[src/rtl/memb_pkg.sv]
// Shared definitions for the MemB read streamer: FSM state encoding and skid-buffer sizing.
package memb_pkg;

  typedef enum logic [1:0] {
    ST_IDLE  = 2'd0,
    ST_FETCH = 2'd1,
    ST_DRAIN = 2'd2,
    ST_DONE  = 2'd3
  } state_t;

  localparam int SKID_DEPTH = 2;
  localparam int OCC_W      = $clog2(SKID_DEPTH + 1);

endpackage

[src/rtl/memb_read_streamer_if.sv]
// RAM read port and output stream of the MemB read streamer.
// Optional out_last signal is present when STREAM_LAST_EN is defined.
interface memb_read_streamer_if #(
  parameter int DATA_W = 8,
  parameter int ADDR_W = 2
);

  logic              rd_en;
  logic [ADDR_W-1:0] rd_addr;
  logic [DATA_W-1:0] rd_data;
  logic              out_valid;
  logic              out_ready;
  logic [DATA_W-1:0] out_data;
`ifdef STREAM_LAST_EN
  logic              out_last;
`endif

  // Stream handshake: a word moves when out_valid & out_ready are both high on a
  // rising edge; once out_valid is raised, out_valid/out_data stay stable until taken.
  modport master (
    output rd_en, rd_addr, out_valid, out_data,
`ifdef STREAM_LAST_EN
    out_last,
`endif
    input  rd_data, out_ready
  );

  modport slave (
    input  rd_en, rd_addr, out_valid, out_data,
`ifdef STREAM_LAST_EN
    out_last,
`endif
    output rd_data, out_ready
  );

endinterface

[src/rtl/memb_skid_buf.sv]
// Two-entry FIFO that absorbs RAM read data while the consumer stalls.
module memb_skid_buf
  import memb_pkg::*;
#(
  parameter int W = 8
) (
  input  logic             clk,
  input  logic             Reset,
  input  logic             push,
  input  logic [W-1:0]     din,
  input  logic             pop,
  output logic [OCC_W-1:0] occ,
  output logic [W-1:0]     head
);

  logic [W-1:0] mem [SKID_DEPTH];
  logic         wr_ptr;
  logic         rd_ptr;

  always_ff @(posedge clk or posedge Reset) begin
    if (Reset) begin
      for (int i = 0; i < SKID_DEPTH; i++) mem[i] <= '0;
      wr_ptr <= 1'b0;
      rd_ptr <= 1'b0;
      occ    <= '0;
    end else begin
      if (push) begin
        mem[wr_ptr] <= din;
        wr_ptr      <= ~wr_ptr;
      end
      if (pop) rd_ptr <= ~rd_ptr;
      case ({push, pop})
        2'b10:   occ <= occ + OCC_W'(1);
        2'b01:   occ <= occ - OCC_W'(1);
        default: ;
      endcase
    end
  end

  assign head = mem[rd_ptr];

endmodule

[src/rtl/memb_read_streamer.sv]
// Drains DEPTH words from the MemB synchronous-read RAM onto a valid/ready stream.
// Define STREAM_LAST_EN to add out_last, flagging the word from address DEPTH-1.
module memb_read_streamer
  import memb_pkg::*;
#(
  parameter int DATA_W = 8,
  parameter int ADDR_W = 2,
  parameter int DEPTH  = 4
) (
  input  logic   clk,
  input  logic   Reset,
  input  logic   start,
  output logic   busy,
  output logic   done,
  output state_t dbg_state,
  memb_read_streamer_if.master bus
);

`ifdef STREAM_LAST_EN
  localparam int BW = DATA_W + 1;
`else
  localparam int BW = DATA_W;
`endif
  localparam logic [ADDR_W:0] LAST_IDX = (ADDR_W + 1)'(DEPTH - 1);

  state_t            state, state_nxt;
  logic [ADDR_W:0]   cnt;
  logic              inflight;
  logic              issue;
  logic              pop;
  logic [OCC_W-1:0]  occ;
  logic [2:0]        committed;
  logic [BW-1:0]     push_word;
  logic [BW-1:0]     head;

  // Words buffered or in flight that will still be held after this cycle's pop.
  always_comb committed = 3'(occ) + 3'(inflight) - 3'(pop);

  assign pop   = bus.out_valid & bus.out_ready;
  assign issue = (state == ST_FETCH) && (committed < 3'd2);

  always_comb begin
    state_nxt = state;
    case (state)
      ST_IDLE:  if (start) state_nxt = ST_FETCH;
      ST_FETCH: if (issue && cnt == LAST_IDX) state_nxt = ST_DRAIN;
      // Leave as the last word is taken so done lands right after it.
      ST_DRAIN: if (!inflight && (occ == '0 || (occ == OCC_W'(1) && pop)))
                  state_nxt = ST_DONE;
      ST_DONE:  state_nxt = ST_IDLE;
      default:  state_nxt = ST_IDLE;
    endcase
  end

  always_ff @(posedge clk or posedge Reset) begin
    if (Reset) state <= ST_IDLE;
    else       state <= state_nxt;
  end

  always_ff @(posedge clk or posedge Reset) begin
    if (Reset) begin
      cnt      <= '0;
      inflight <= 1'b0;
    end else begin
      inflight <= issue;
      if (state == ST_IDLE) cnt <= '0;
      else if (issue)       cnt <= cnt + (ADDR_W + 1)'(1);
    end
  end

`ifdef STREAM_LAST_EN
  logic inflight_last;

  always_ff @(posedge clk or posedge Reset) begin
    if (Reset) inflight_last <= 1'b0;
    else       inflight_last <= issue && (cnt == LAST_IDX);
  end

  assign push_word    = {inflight_last, bus.rd_data};
  assign bus.out_last = bus.out_valid & head[DATA_W];
`else
  assign push_word = bus.rd_data;
`endif

  memb_skid_buf #(.W(BW)) u_skid (
    .clk   (clk),
    .Reset (Reset),
    .push  (inflight),
    .din   (push_word),
    .pop   (pop),
    .occ   (occ),
    .head  (head)
  );

  assign bus.out_valid = (occ != '0);
  assign bus.out_data  = bus.out_valid ? head[DATA_W-1:0] : '0;
  assign bus.rd_en     = issue;
  assign bus.rd_addr   = issue ? cnt[ADDR_W-1:0] : '0;

  assign busy      = (state != ST_IDLE);
  assign done      = (state == ST_DONE);
  assign dbg_state = state;

endmodule

[src/flat_wrapper.sv]
// flat-port wrapper written by rule: the top's interface ports become plain ports
module memb_read_streamer_flat import memb_pkg::*;
#(
  parameter int DATA_W = 8,
  parameter int ADDR_W = 2,
  parameter int DEPTH  = 4
)
  (clk, Reset, start, busy, done, dbg_state, bus_rd_en, bus_rd_addr, bus_out_valid, bus_out_data, bus_rd_data, bus_out_ready);
  memb_read_streamer_if #(.DATA_W(DATA_W), .ADDR_W(ADDR_W)) bus_i ();
  input  logic clk;
  input  logic Reset;
  input  logic start;
  output logic busy;
  output logic done;
  output state_t dbg_state;
  output wire logic [$bits(bus_i.rd_en)-1:0] bus_rd_en;
  output wire logic [$bits(bus_i.rd_addr)-1:0] bus_rd_addr;
  output wire logic [$bits(bus_i.out_valid)-1:0] bus_out_valid;
  output wire logic [$bits(bus_i.out_data)-1:0] bus_out_data;
  input wire logic [$bits(bus_i.rd_data)-1:0] bus_rd_data;
  input wire logic [$bits(bus_i.out_ready)-1:0] bus_out_ready;
  assign bus_rd_en = bus_i.rd_en;
  assign bus_rd_addr = bus_i.rd_addr;
  assign bus_out_valid = bus_i.out_valid;
  assign bus_out_data = bus_i.out_data;
  assign bus_i.rd_data = bus_rd_data;
  assign bus_i.out_ready = bus_out_ready;
  memb_read_streamer #(.DATA_W(DATA_W), .ADDR_W(ADDR_W), .DEPTH(DEPTH)) u_core (.clk(clk), .Reset(Reset), .start(start), .busy(busy), .done(done), .dbg_state(dbg_state), .bus(bus_i));
endmodule
[config.mk]
export PLATFORM = sky130hd
export DESIGN_NAME = memb_read_streamer_flat
export DESIGN_NICKNAME = d
export VERILOG_FILES = /design/src/rtl/memb_pkg.sv /design/src/rtl/memb_read_streamer_if.sv /design/src/rtl/memb_skid_buf.sv /design/src/rtl/memb_read_streamer.sv /design/src/flat_wrapper.sv
export SDC_FILE = /design/constraint.sdc
export NUM_CORES = 1
export LEC_CHECK = 0
export CAP_MARGIN = 15
export CELL_PAD_IN_SITES_DETAIL_PLACEMENT = 1
export CELL_PAD_IN_SITES_GLOBAL_PLACEMENT = 1
export CORE_MARGIN = 2
export CORE_UTILIZATION = 42
export DETAILED_ROUTE_END_ITERATION = 16
export GPL_TIMING_DRIVEN = 0
export PLACE_DENSITY_LB_ADDON = 0.12
export SLEW_MARGIN = 0
export SYNTH_ARGS = -nofsm -noshare
export SYNTH_HDL_FRONTEND = slang
export SYNTH_SLANG_ARGS = --single-unit
[constraint.sdc]
create_clock -name clk -period 5.4 [get_ports clk]
set_clock_uncertainty 0.15 [all_clocks]
set_input_delay 1.08 -clock clk [delete_from_list [all_inputs] [get_ports clk]]
set_output_delay 1.08 -clock clk [all_outputs]
set_load 0.05 [all_outputs]
# Word-level counts from Yosys, hierarchy flattened

Index checks and enable logic that the tools add are counted.

Bits in registers: 26
Latch bits: 0
Bits in writable memories: 0
ROM bits: 0
Bits of input ports: 12
Output and inout bits: 16
Logic and storage cells: 61
Memories: 0

Add/sub/neg operators: 5
Multipliers: 0
Div/mod/pow operators: 0
$lt $le $gt $ge: 4
Equality and inequality tests: 10
Shifts and indexed selects: 0
Multiplexer cells: 15
Bitwise gates (word level): 5
Reductions and logical operators: 14

Operators with widths:

| kind                  | count |
|---|---|
| $mux W8               | 5 |
| $bwmux W16            | 1 |
| $demux W8 S1          | 1 |
| $mux W2               | 4 |
| $pmux W2 S4           | 1 |
| $reduce_bool A2 Y1    | 4 |
| $eq A2 B1 Y1 const B  | 3 |
| $eq A2 B2 Y1 const B  | 3 |
| $mux W3               | 2 |
| $logic_and A1 B1 Y1   | 5 |
| $ge A2 B2 Y1 const B  | 2 |
| $logic_not A2 Y1      | 2 |
| $ne A2 B2 Y1 const B  | 2 |
| $not A1 Y2            | 2 |
| $pmux W2 S2           | 1 |
| $add A2 B1 Y3         | 1 |
| $add A3 B1 Y3 const B | 1 |
| $eq A3 B2 Y1 const B  | 1 |
| $lt A3 B2 Y1 const B  | 1 |
| $reduce_and A3 Y1     | 1 |
| $sub A3 B1 Y3         | 1 |
| $add A2 B1 Y2 const B | 1 |
| $lt A2 B1 Y1 const B  | 1 |
| $ne A2 B1 Y1 const B  | 1 |
| other kinds (5)       | 6 |

# Longest topological paths before layout

Gate-level depths: netlist of run 1.

Depth in word-level cells: 8
Depth in mapped cells: 13
Gate-level depth less buffers: 10

# Modules after synthesis

A second synthesis of run 1 with hierarchy kept.

Cell total of the unflattened synthesis: 108
Area, all modules: 1397.6 um^2

Modules (own cells, without submodules):

| module             | times used | cells each | area an instance (um^2) | seq. area each (um^2) |
|---|---|---|---|---|
| memb_skid_buf      | 1          | 57         | 897.1                   | 500.5 |
| memb_read_streamer | 1          | 51         | 500.5                   | 150.1 |

# Worst setup path before layout of run 1

No wires, ideal clock.

Path type: input to output
Start point: input bus_out_ready
End point: output bus_rd_addr[0]
Data arrival time: 3.108 ns
Required time: 4.170 ns
Setup slack: 1.062 ns
Cell stages on the path: 9
Buffers on the path: 2
Cell sequence: nand2b_1 > buf_2 > xor2_1 > nand2b_1 > fa_1 > xnor2_1 > and3_1 > buf_2 > and2_1

Longest elaborated chain between the ends: 5

Ends and longest elaborated chain:

| item                | line                     | text |
|---|---|---|
| start, declared     | flat_wrapper.sv:21       | `input wire logic [$bits(bus_i.out_ready)-1:0] bus_out_ready;` |
| $and A1 B1 Y1       | memb_read_streamer.sv:39 | `assign pop = bus.out_valid & bus.out_ready;` |
| $sub A3 B1 Y3       | memb_read_streamer.sv:37 | `always_comb committed = 3'(occ) + 3'(inflight) - 3'(pop);` |
| $lt A3 B2 Y1        | memb_read_streamer.sv:40 | `assign issue = (state == ST_FETCH) && (committed < 3'd2);` |
| $logic_and A1 B1 Y1 | memb_read_streamer.sv:40 |  |
| net bus_rd_en       | flat_wrapper.sv:16       | `output wire logic [$bits(bus_i.rd_en)-1:0] bus_rd_en;` |
| $mux W2             | memb_read_streamer.sv:98 | `assign bus.rd_addr = issue ? cnt[ADDR_W-1:0] : '0;` |
| end, declared       | flat_wrapper.sv:17       | `output wire logic [$bits(bus_i.rd_addr)-1:0] bus_rd_addr;` |

The timed path passes the listed nets, and every way through them passes these cells.

# Worst setup path in the final report of run 1

Start point: input bus_out_ready
End point: output bus_rd_en

Longest elaborated chain between the ends: 4

Ends and longest elaborated chain:

| item                | line |
|---|---|
| $and A1 B1 Y1       | memb_read_streamer.sv:39 |
| $sub A3 B1 Y3       | memb_read_streamer.sv:37 |
| $lt A3 B2 Y1        | memb_read_streamer.sv:40 |
| $logic_and A1 B1 Y1 | memb_read_streamer.sv:40 |
| end, declared       | flat_wrapper.sv:16 |

Every way passes these cells.

==> results of run 1 <==
cell usage after synthesis:
master	instances	share of area
dfrtp_1	26	0.48
mux2_2	16	0.13
nor2_1	14	0.039
mux2i_1	9	0.067
ha_1	8	0.074
inv_1	8	0.022
buf_2	5	0.019
nand2_1	5	0.014
xnor2_1	4	0.026
a211oi_2	2	0.019
and2_1	2	0.0093
and3_1	2	0.0093
mux2_1	2	0.017
nand2b_1	2	0.0093
xor2_1	2	0.013
a21oi_1	1	0.0037
a2bb2oi_1	1	0.0065
buf_4	1	0.0056
fa_1	1	0.015
nand3_1	1	0.0037
nor2b_1	1	0.0046
o21ai_0	1	0.0037
o21ai_1	1	0.0037
area by class of cell:
class / instances / area (um2) / share of cell area
repair buffers: 27 / 275.3 / 0.1619
plain buffers: 6 / 32.53 / 0.01913
well taps: 44 / 55.05 / 0.03238
inverters: 8 / 30.03 / 0.01766
clock buffers: 3 / 22.52 / 0.01325
flip-flops and latches: 26 / 650.6 / 0.3826
multi-input cells: 75 / 634.4 / 0.3731
routing by layer:
| layer | wire (um) | vias up |
|---|---|---|
| li1 | - | 438 |
| met1 | 1146 | 446 |
| met2 | 1349 | 14 |
| met3 | 65 | 2 |
| met4 | 9 | 0 |
| met5 | 0 | - |
critical path, stage by stage:
cell,delay (ns)
clkdlybuf4s50_1,0.48
nand2b_1,0.06
buf_2,0.16
xor2_1,0.17
nand2b_1,0.18
fa_1,0.41
xnor2_1,0.19
and3_1,0.18
buf_2,0.20
clkdlybuf4s50_1,0.83
worst paths after layout:
path                                          to  cells past startpoint
setup / recovery                       bus_rd_en                     10
hold / removal              u_core.u_skid.wr_ptr                      1
setup reg to reg             u_core.dbg_state[1]                     12
hold reg to reg             u_core.u_skid.wr_ptr                      1
max in group asynchronous  u_core.u_skid.mem[12]                      2
min in group asynchronous          u_core.cnt[0]                      2
registers in the layout, indices dropped and copies added, names as in the netlist:
signal / flops
u_core.dbg_state: 2
u_core.u_skid.occ: 2
u_core.u_skid.wr_ptr: 1
u_core.inflight: 1
u_core.cnt: 3
u_core.u_skid.rd_ptr: 1
u_core.u_skid.mem: 16
through the flow:
| stage | instance area [um2] | setup WS (ns) |
|---|---|---|
| after detailed placement | 1673 | 0.08616 |
| after floorplan | 1348 | 1.062 |
| after CTS | 1695 | 0.08390 |
| after global placement | 1673 | 0.1754 |
| after global routing | 1700 | 0.07594 |
| final | 1700 | 0.2299 |
logic make-up after synthesis:
group	share of synthesized area
AO/OA/AOI/OAI	0.03620
adder cells (fa/ha/maj)	0.08914
XOR/XNOR	0.03900
multiplexers	0.2173
AND/OR/NAND/NOR	0.08913
buffers and inverters	0.04643
flip-flops	0.4828
==> impl_metrics.csv, run 1 <==
group,metric,value,unit
outcome,status,"finished, final reports clean",
timing,rsz0062_at_grt,"false",
drt,wl_per_cell,13.60,um
synth,ys_seq_elements,26,
clock_network,clk_latency,0.31,ns
worst_setup_path,path_max_fanout,8,
global_route,track_usage,0.1580,
drt,routed_wl,2.571,mm
synth,ys_seq_area_frac,0.4828,
drt,dr_total_vias,900,
clock_network,htreeDepth,1,
floorplanning,fp-row-count,20,
synth,syn_nets,136,
global_route,met1_usage,0.1943,
clock_network,cts_buffers,3,
finish,num-fill-cells,347,
worst_setup_path,crit_type,"input pin to output port",
synth,yosysWarnings,0,
finish,fin_nets,168,
synth,synth_area,1348,um2
place,gp_congestion,0.7346,
drt,drtIter0Drc,19,
global_route,grt_use_met2,0.2934,
clock_network,cts_tree,"yes",
finish,synthToLayoutAreaGrowth,26.18,%
global_route,grt_max_degree,27,
global_route,grt_pass1_wl,4.291,mm
place,dp_hpwl,1.988,mm
timing,hold_viol,0,
floorplanning,coreArea,3053,um2
clock_network,cts_setup_buffers,0,
synth,syn_avg_cell_area,11.72,um2
worst_setup_path,crit_arrival,3.94,ns
finish,drive_gt1_frac,0.1862,
global_route,busiest_layer,"met2",
timing,layout_min_cycle_time,5.170,ns
timing,setup_viol_count_final,0,
clock_network,hold_buffers,0,
global_route,grt.met3_usage,0.01919,
place,portBuffers,27,
drt,first_pass_iters,4,
drt,drc,0,
worst_setup_path,rrSetupSlack,2.20,ns
timing,holdWs,0.3601,ns
timing,finalSetupTns,0,ns
global_route,overflow,0,
flow_run,maxCapViolations,0,
floorplanning,dieWidth,60.65,um
finish,layout.cells.most_common,"dfrtp_1",
global_route,grt_pass1_vias,1011,
finish,utilization,0.5570,
finish,mostFrequentLayoutCells,"26 x dfrtp_1, 25 x clkdlybuf4s50_1, 16 x mux2_2",
floorplanning,die_area,3678,um2
synth,syn_inst,115,
global_route,antenna_found_initial,0,
drt,vias_per_cell,4.762,
finish,fin_cells,189,
timing,tightest_slew,0.9876,ns
timing,slew_viol_final,0,
worst_setup_path,r2r_start,"u_core.u_skid.occ[1]",
worst_setup_path,cp-start-kind,"input pin",
worst_setup_path,startpoint,"bus_out_ready",
worst_setup_path,worstPathRequired,4.17,ns
min_path,min_from,"u_core.u_skid.wr_ptr",
clock_network,ctsResizeCount,0,
drt,ant_nets,0,
floorplanning,die_h,60.65,um
timing,slew_headroom,0.3409,
worst_setup_path,endpoint_kind,"output port",
floorplanning,io_pins,28,
min_path,hold_path_class,"register to register",
timing,min_period_over_period,0.9574,
clock_network,clockBufferDepth,2,
clock_network,cts.clk_slew.worst_paths,0.14,ns
clock_network,ctsRootBufferMaster,"clkbuf_4",
place,placed_cells,186,
synth,yosysUniqueCellTypes,23,
floorplanning,start_util,0.4414,
clock_network,cts_num_sinks,26,
finish,n_antenna_cell,0,
timing,max_freq,193.4,MHz
Power of run 1 is left out: the tool's default activity adds up to more than one toggle a clock period on the data nets, which glitch-free logic cannot reach.
==> run 2: changes to the inputs <==
CORE_UTILIZATION = 52   (was 42)
DONT_BUFFER_PORTS = 1   (was not set)
TNS_END_PERCENT = 30   (was not set)
==> run 2 against run 1 <==
  * Final area decreased by 16%
  * Sequential cell count unchanged
  * Sequential share of layout area rose by 7.5 points
  * Critical path depth is 2 higher
  * Largest cell class unchanged
==> impl_metrics.csv, run 2 (synthesized netlist as in run 1, its figures left out) <==
group,metric,value,unit
worst_setup_path,path_max_fanout,10,
timing,slew_headroom,0.3801,
timing,min_period_over_period,0.8730,
clock_network,ctsRootBufferMaster,"clkbuf_4",
floorplanning,die_h,54.91,um
finish,drive_gt1_frac,0.2353,
finish,layout.cells.most_common,"dfrtp_1",
global_route,antenna_found_initial,0,
finish,synthToLayoutAreaGrowth,5.478,%
clock_network,cts_setup_buffers,0,
timing,tightest_slew,0.9288,ns
clock_network,cts_num_sinks,26,
finish,largest_reg_flops,16,
clock_network,clk_latency,0.30,ns
timing,max_freq,212.1,MHz
finish,top_register,"u_core.u_skid.mem",
place,dp_hpwl,1.727,mm
worst_setup_path,rrSetupSlack,2.19,ns
timing,hold_viol,0,
timing,finalSetupTns,0,ns
timing,rsz0062_at_grt,"false",
floorplanning,fp-row-count,18,
place,place_ws,0.9466,ns
global_route,grt_pass1_wl,3.505,mm
clock_network,hold_buffers,0,
global_route,overflow,0,
clock_network,cts.clk_slew.worst_paths,0.12,ns
floorplanning,io_pins,28,
timing,layout_min_cycle_time,4.714,ns
worst_setup_path,critical_path.slowest_cell,"and2_1",
min_path,min_path_cells,1,
timing,setup_viol_count_final,0,
finish,fin_nets,141,
flow_run,maxCapViolations,0,
worst_setup_path,endpoint_kind,"output port",
min_path,hold_path_class,"register to register",
floorplanning,die_area,3015,um2
worst_setup_path,crit_arrival,3.48,ns
worst_setup_path,crit_type,"register to output port",
finish,mostFrequentLayoutCells,"26 x dfrtp_1, 16 x mux2_2, 14 x nor2_1",
drt,dr_total_vias,812,
finish,fin_cells,149,
min_path,min_to,"u_core.u_skid.wr_ptr",
worst_setup_path,critical_path.max_stage_delay,0.50,ns
floorplanning,start_util,0.5439,
outcome,status,"finished, final reports clean",
drt,first_pass_iters,3,
clock_network,cts_tree,"yes",
worst_setup_path,path_cells,"inv_1 > ha_1 > buf_4 > nand2b_1 > buf_2 > xor2_1 > nand2b_1 > fa_1 > xnor2_1 > and3_1 > buf_2 > and2_1",
worst_setup_path,r2r_start,"u_core.u_skid.occ[1]",
clock_network,clockBufferDepth,2,
timing,slew_viol_final,0,
floorplanning,dieWidth,54.91,um
finish,reg.largest.list,"u_core.u_skid.mem (16), u_core.cnt (3)",
drt,vias_per_cell,5.450,
drt,drc,0,
drt,wl_per_cell,15.31,um
finish,n_antenna_cell,0,
clock_network,htreeDepth,1,
drt,routed_wl,2.281,mm
worst_setup_path,cp-start-kind,"register",
global_route,track_usage,0.1665,
place,portBuffers,0,
clock_network,ctsResizeCount,0,
worst_setup_path,r2r_cells,13,
min_path,min_from,"u_core.u_skid.wr_ptr",
floorplanning,coreArea,2477,um2
place,gp_congestion,0.7196,
clock_network,cts_buffers,3,
global_route,grt_pass1_vias,797,
place,placed_cells,145,
worst_setup_path,worstPathRequired,4.17,ns
timing,setup_ws,0.6858,ns
global_route,grt_max_degree,27,
drt,ant_nets,0,
drt,drtIter0Drc,1,
worst_setup_path,r2r_end,"u_core.cnt[1]",
-- run 2: cell count changes in the layout (fill, tap and decap cells not counted) --
cell / before / now
clkdlybuf4s50_1: 25 / 0
dlymetal6s2s_1: 2 / 0
clkbuf_8: 0 / 1
-- run 2: layout make-up --
class / count / area, um2
fillers: 268 / 1056
flip-flops and latches: 26 / 650.6
multi-input cells: 75 / 634.4
well taps: 30 / 37.54
clock buffers: 4 / 36.28
plain buffers: 6 / 32.53
inverters: 8 / 30.03
-- run 2: worst max-delay path by stage --
stage / startpoint / cells past startpoint / end / slack (ns)
after detailed placement: bus_out_ready / 9 / bus_rd_addr[0] / 0.95
after global routing: u_core.u_skid.occ[1] / 12 / bus_rd_addr[0] / 0.46
after global placement: bus_out_ready / 9 / bus_rd_addr[1] / 0.97
final: u_core.u_skid.occ[1] / 12 / bus_rd_addr[0] / 0.69
after CTS: u_core.u_skid.occ[1] / 12 / bus_rd_addr[0] / 0.66
after floorplan: bus_out_ready / 9 / bus_rd_addr[0] / 1.06
-- run 2: stage by stage --
step	hold WS [ns]	utilization	area, um2
2_1_floorplan	0.3133	-	1348
3_3_place_gp	0.3254	0.5591	1385
3_5_place_dp	0.3409	0.5591	1385
4_1_cts	0.3563	0.5737	1421
5_1_grt	0.3751	0.5737	1421
6_report	0.3552	0.5737	1421
-- run 2: layer usage --
| layer | share of wire | global-route usage | routed length [um] | vias to the layer above |
|---|---|---|---|---|
| met1 | 0.44 | 0.2067 | 1014 | 408 |
| met3 | 0.040 | 0.04570 | 91 | 2 |
| met2 | 0.51 | 0.2956 | 1162 | 17 |
| met5 | 0 | 0 | 0 | - |
| li1 | - | - | - | 385 |
| met4 | 0.0053 | 0.02439 | 12 | 0 |
-- run 2: worst max-delay path: cells and delay by family (launching register included) --
kind | cells | cell delay, ns
simple gates | 4 | 0.98
flops | 1 | 0.47
fa+ha+maj | 2 | 0.59
xor+xnor | 2 | 0.35
buf+inv | 4 | 0.78
Power of run 2 is left out for the same reason.
==> run 3: changes to the inputs <==
SLEW_MARGIN = 10   (was 0)
==> results of run 3 <==
Final layout, timing and power as in run 2 (identical DEF).
Power of run 3 is left out for the same reason.
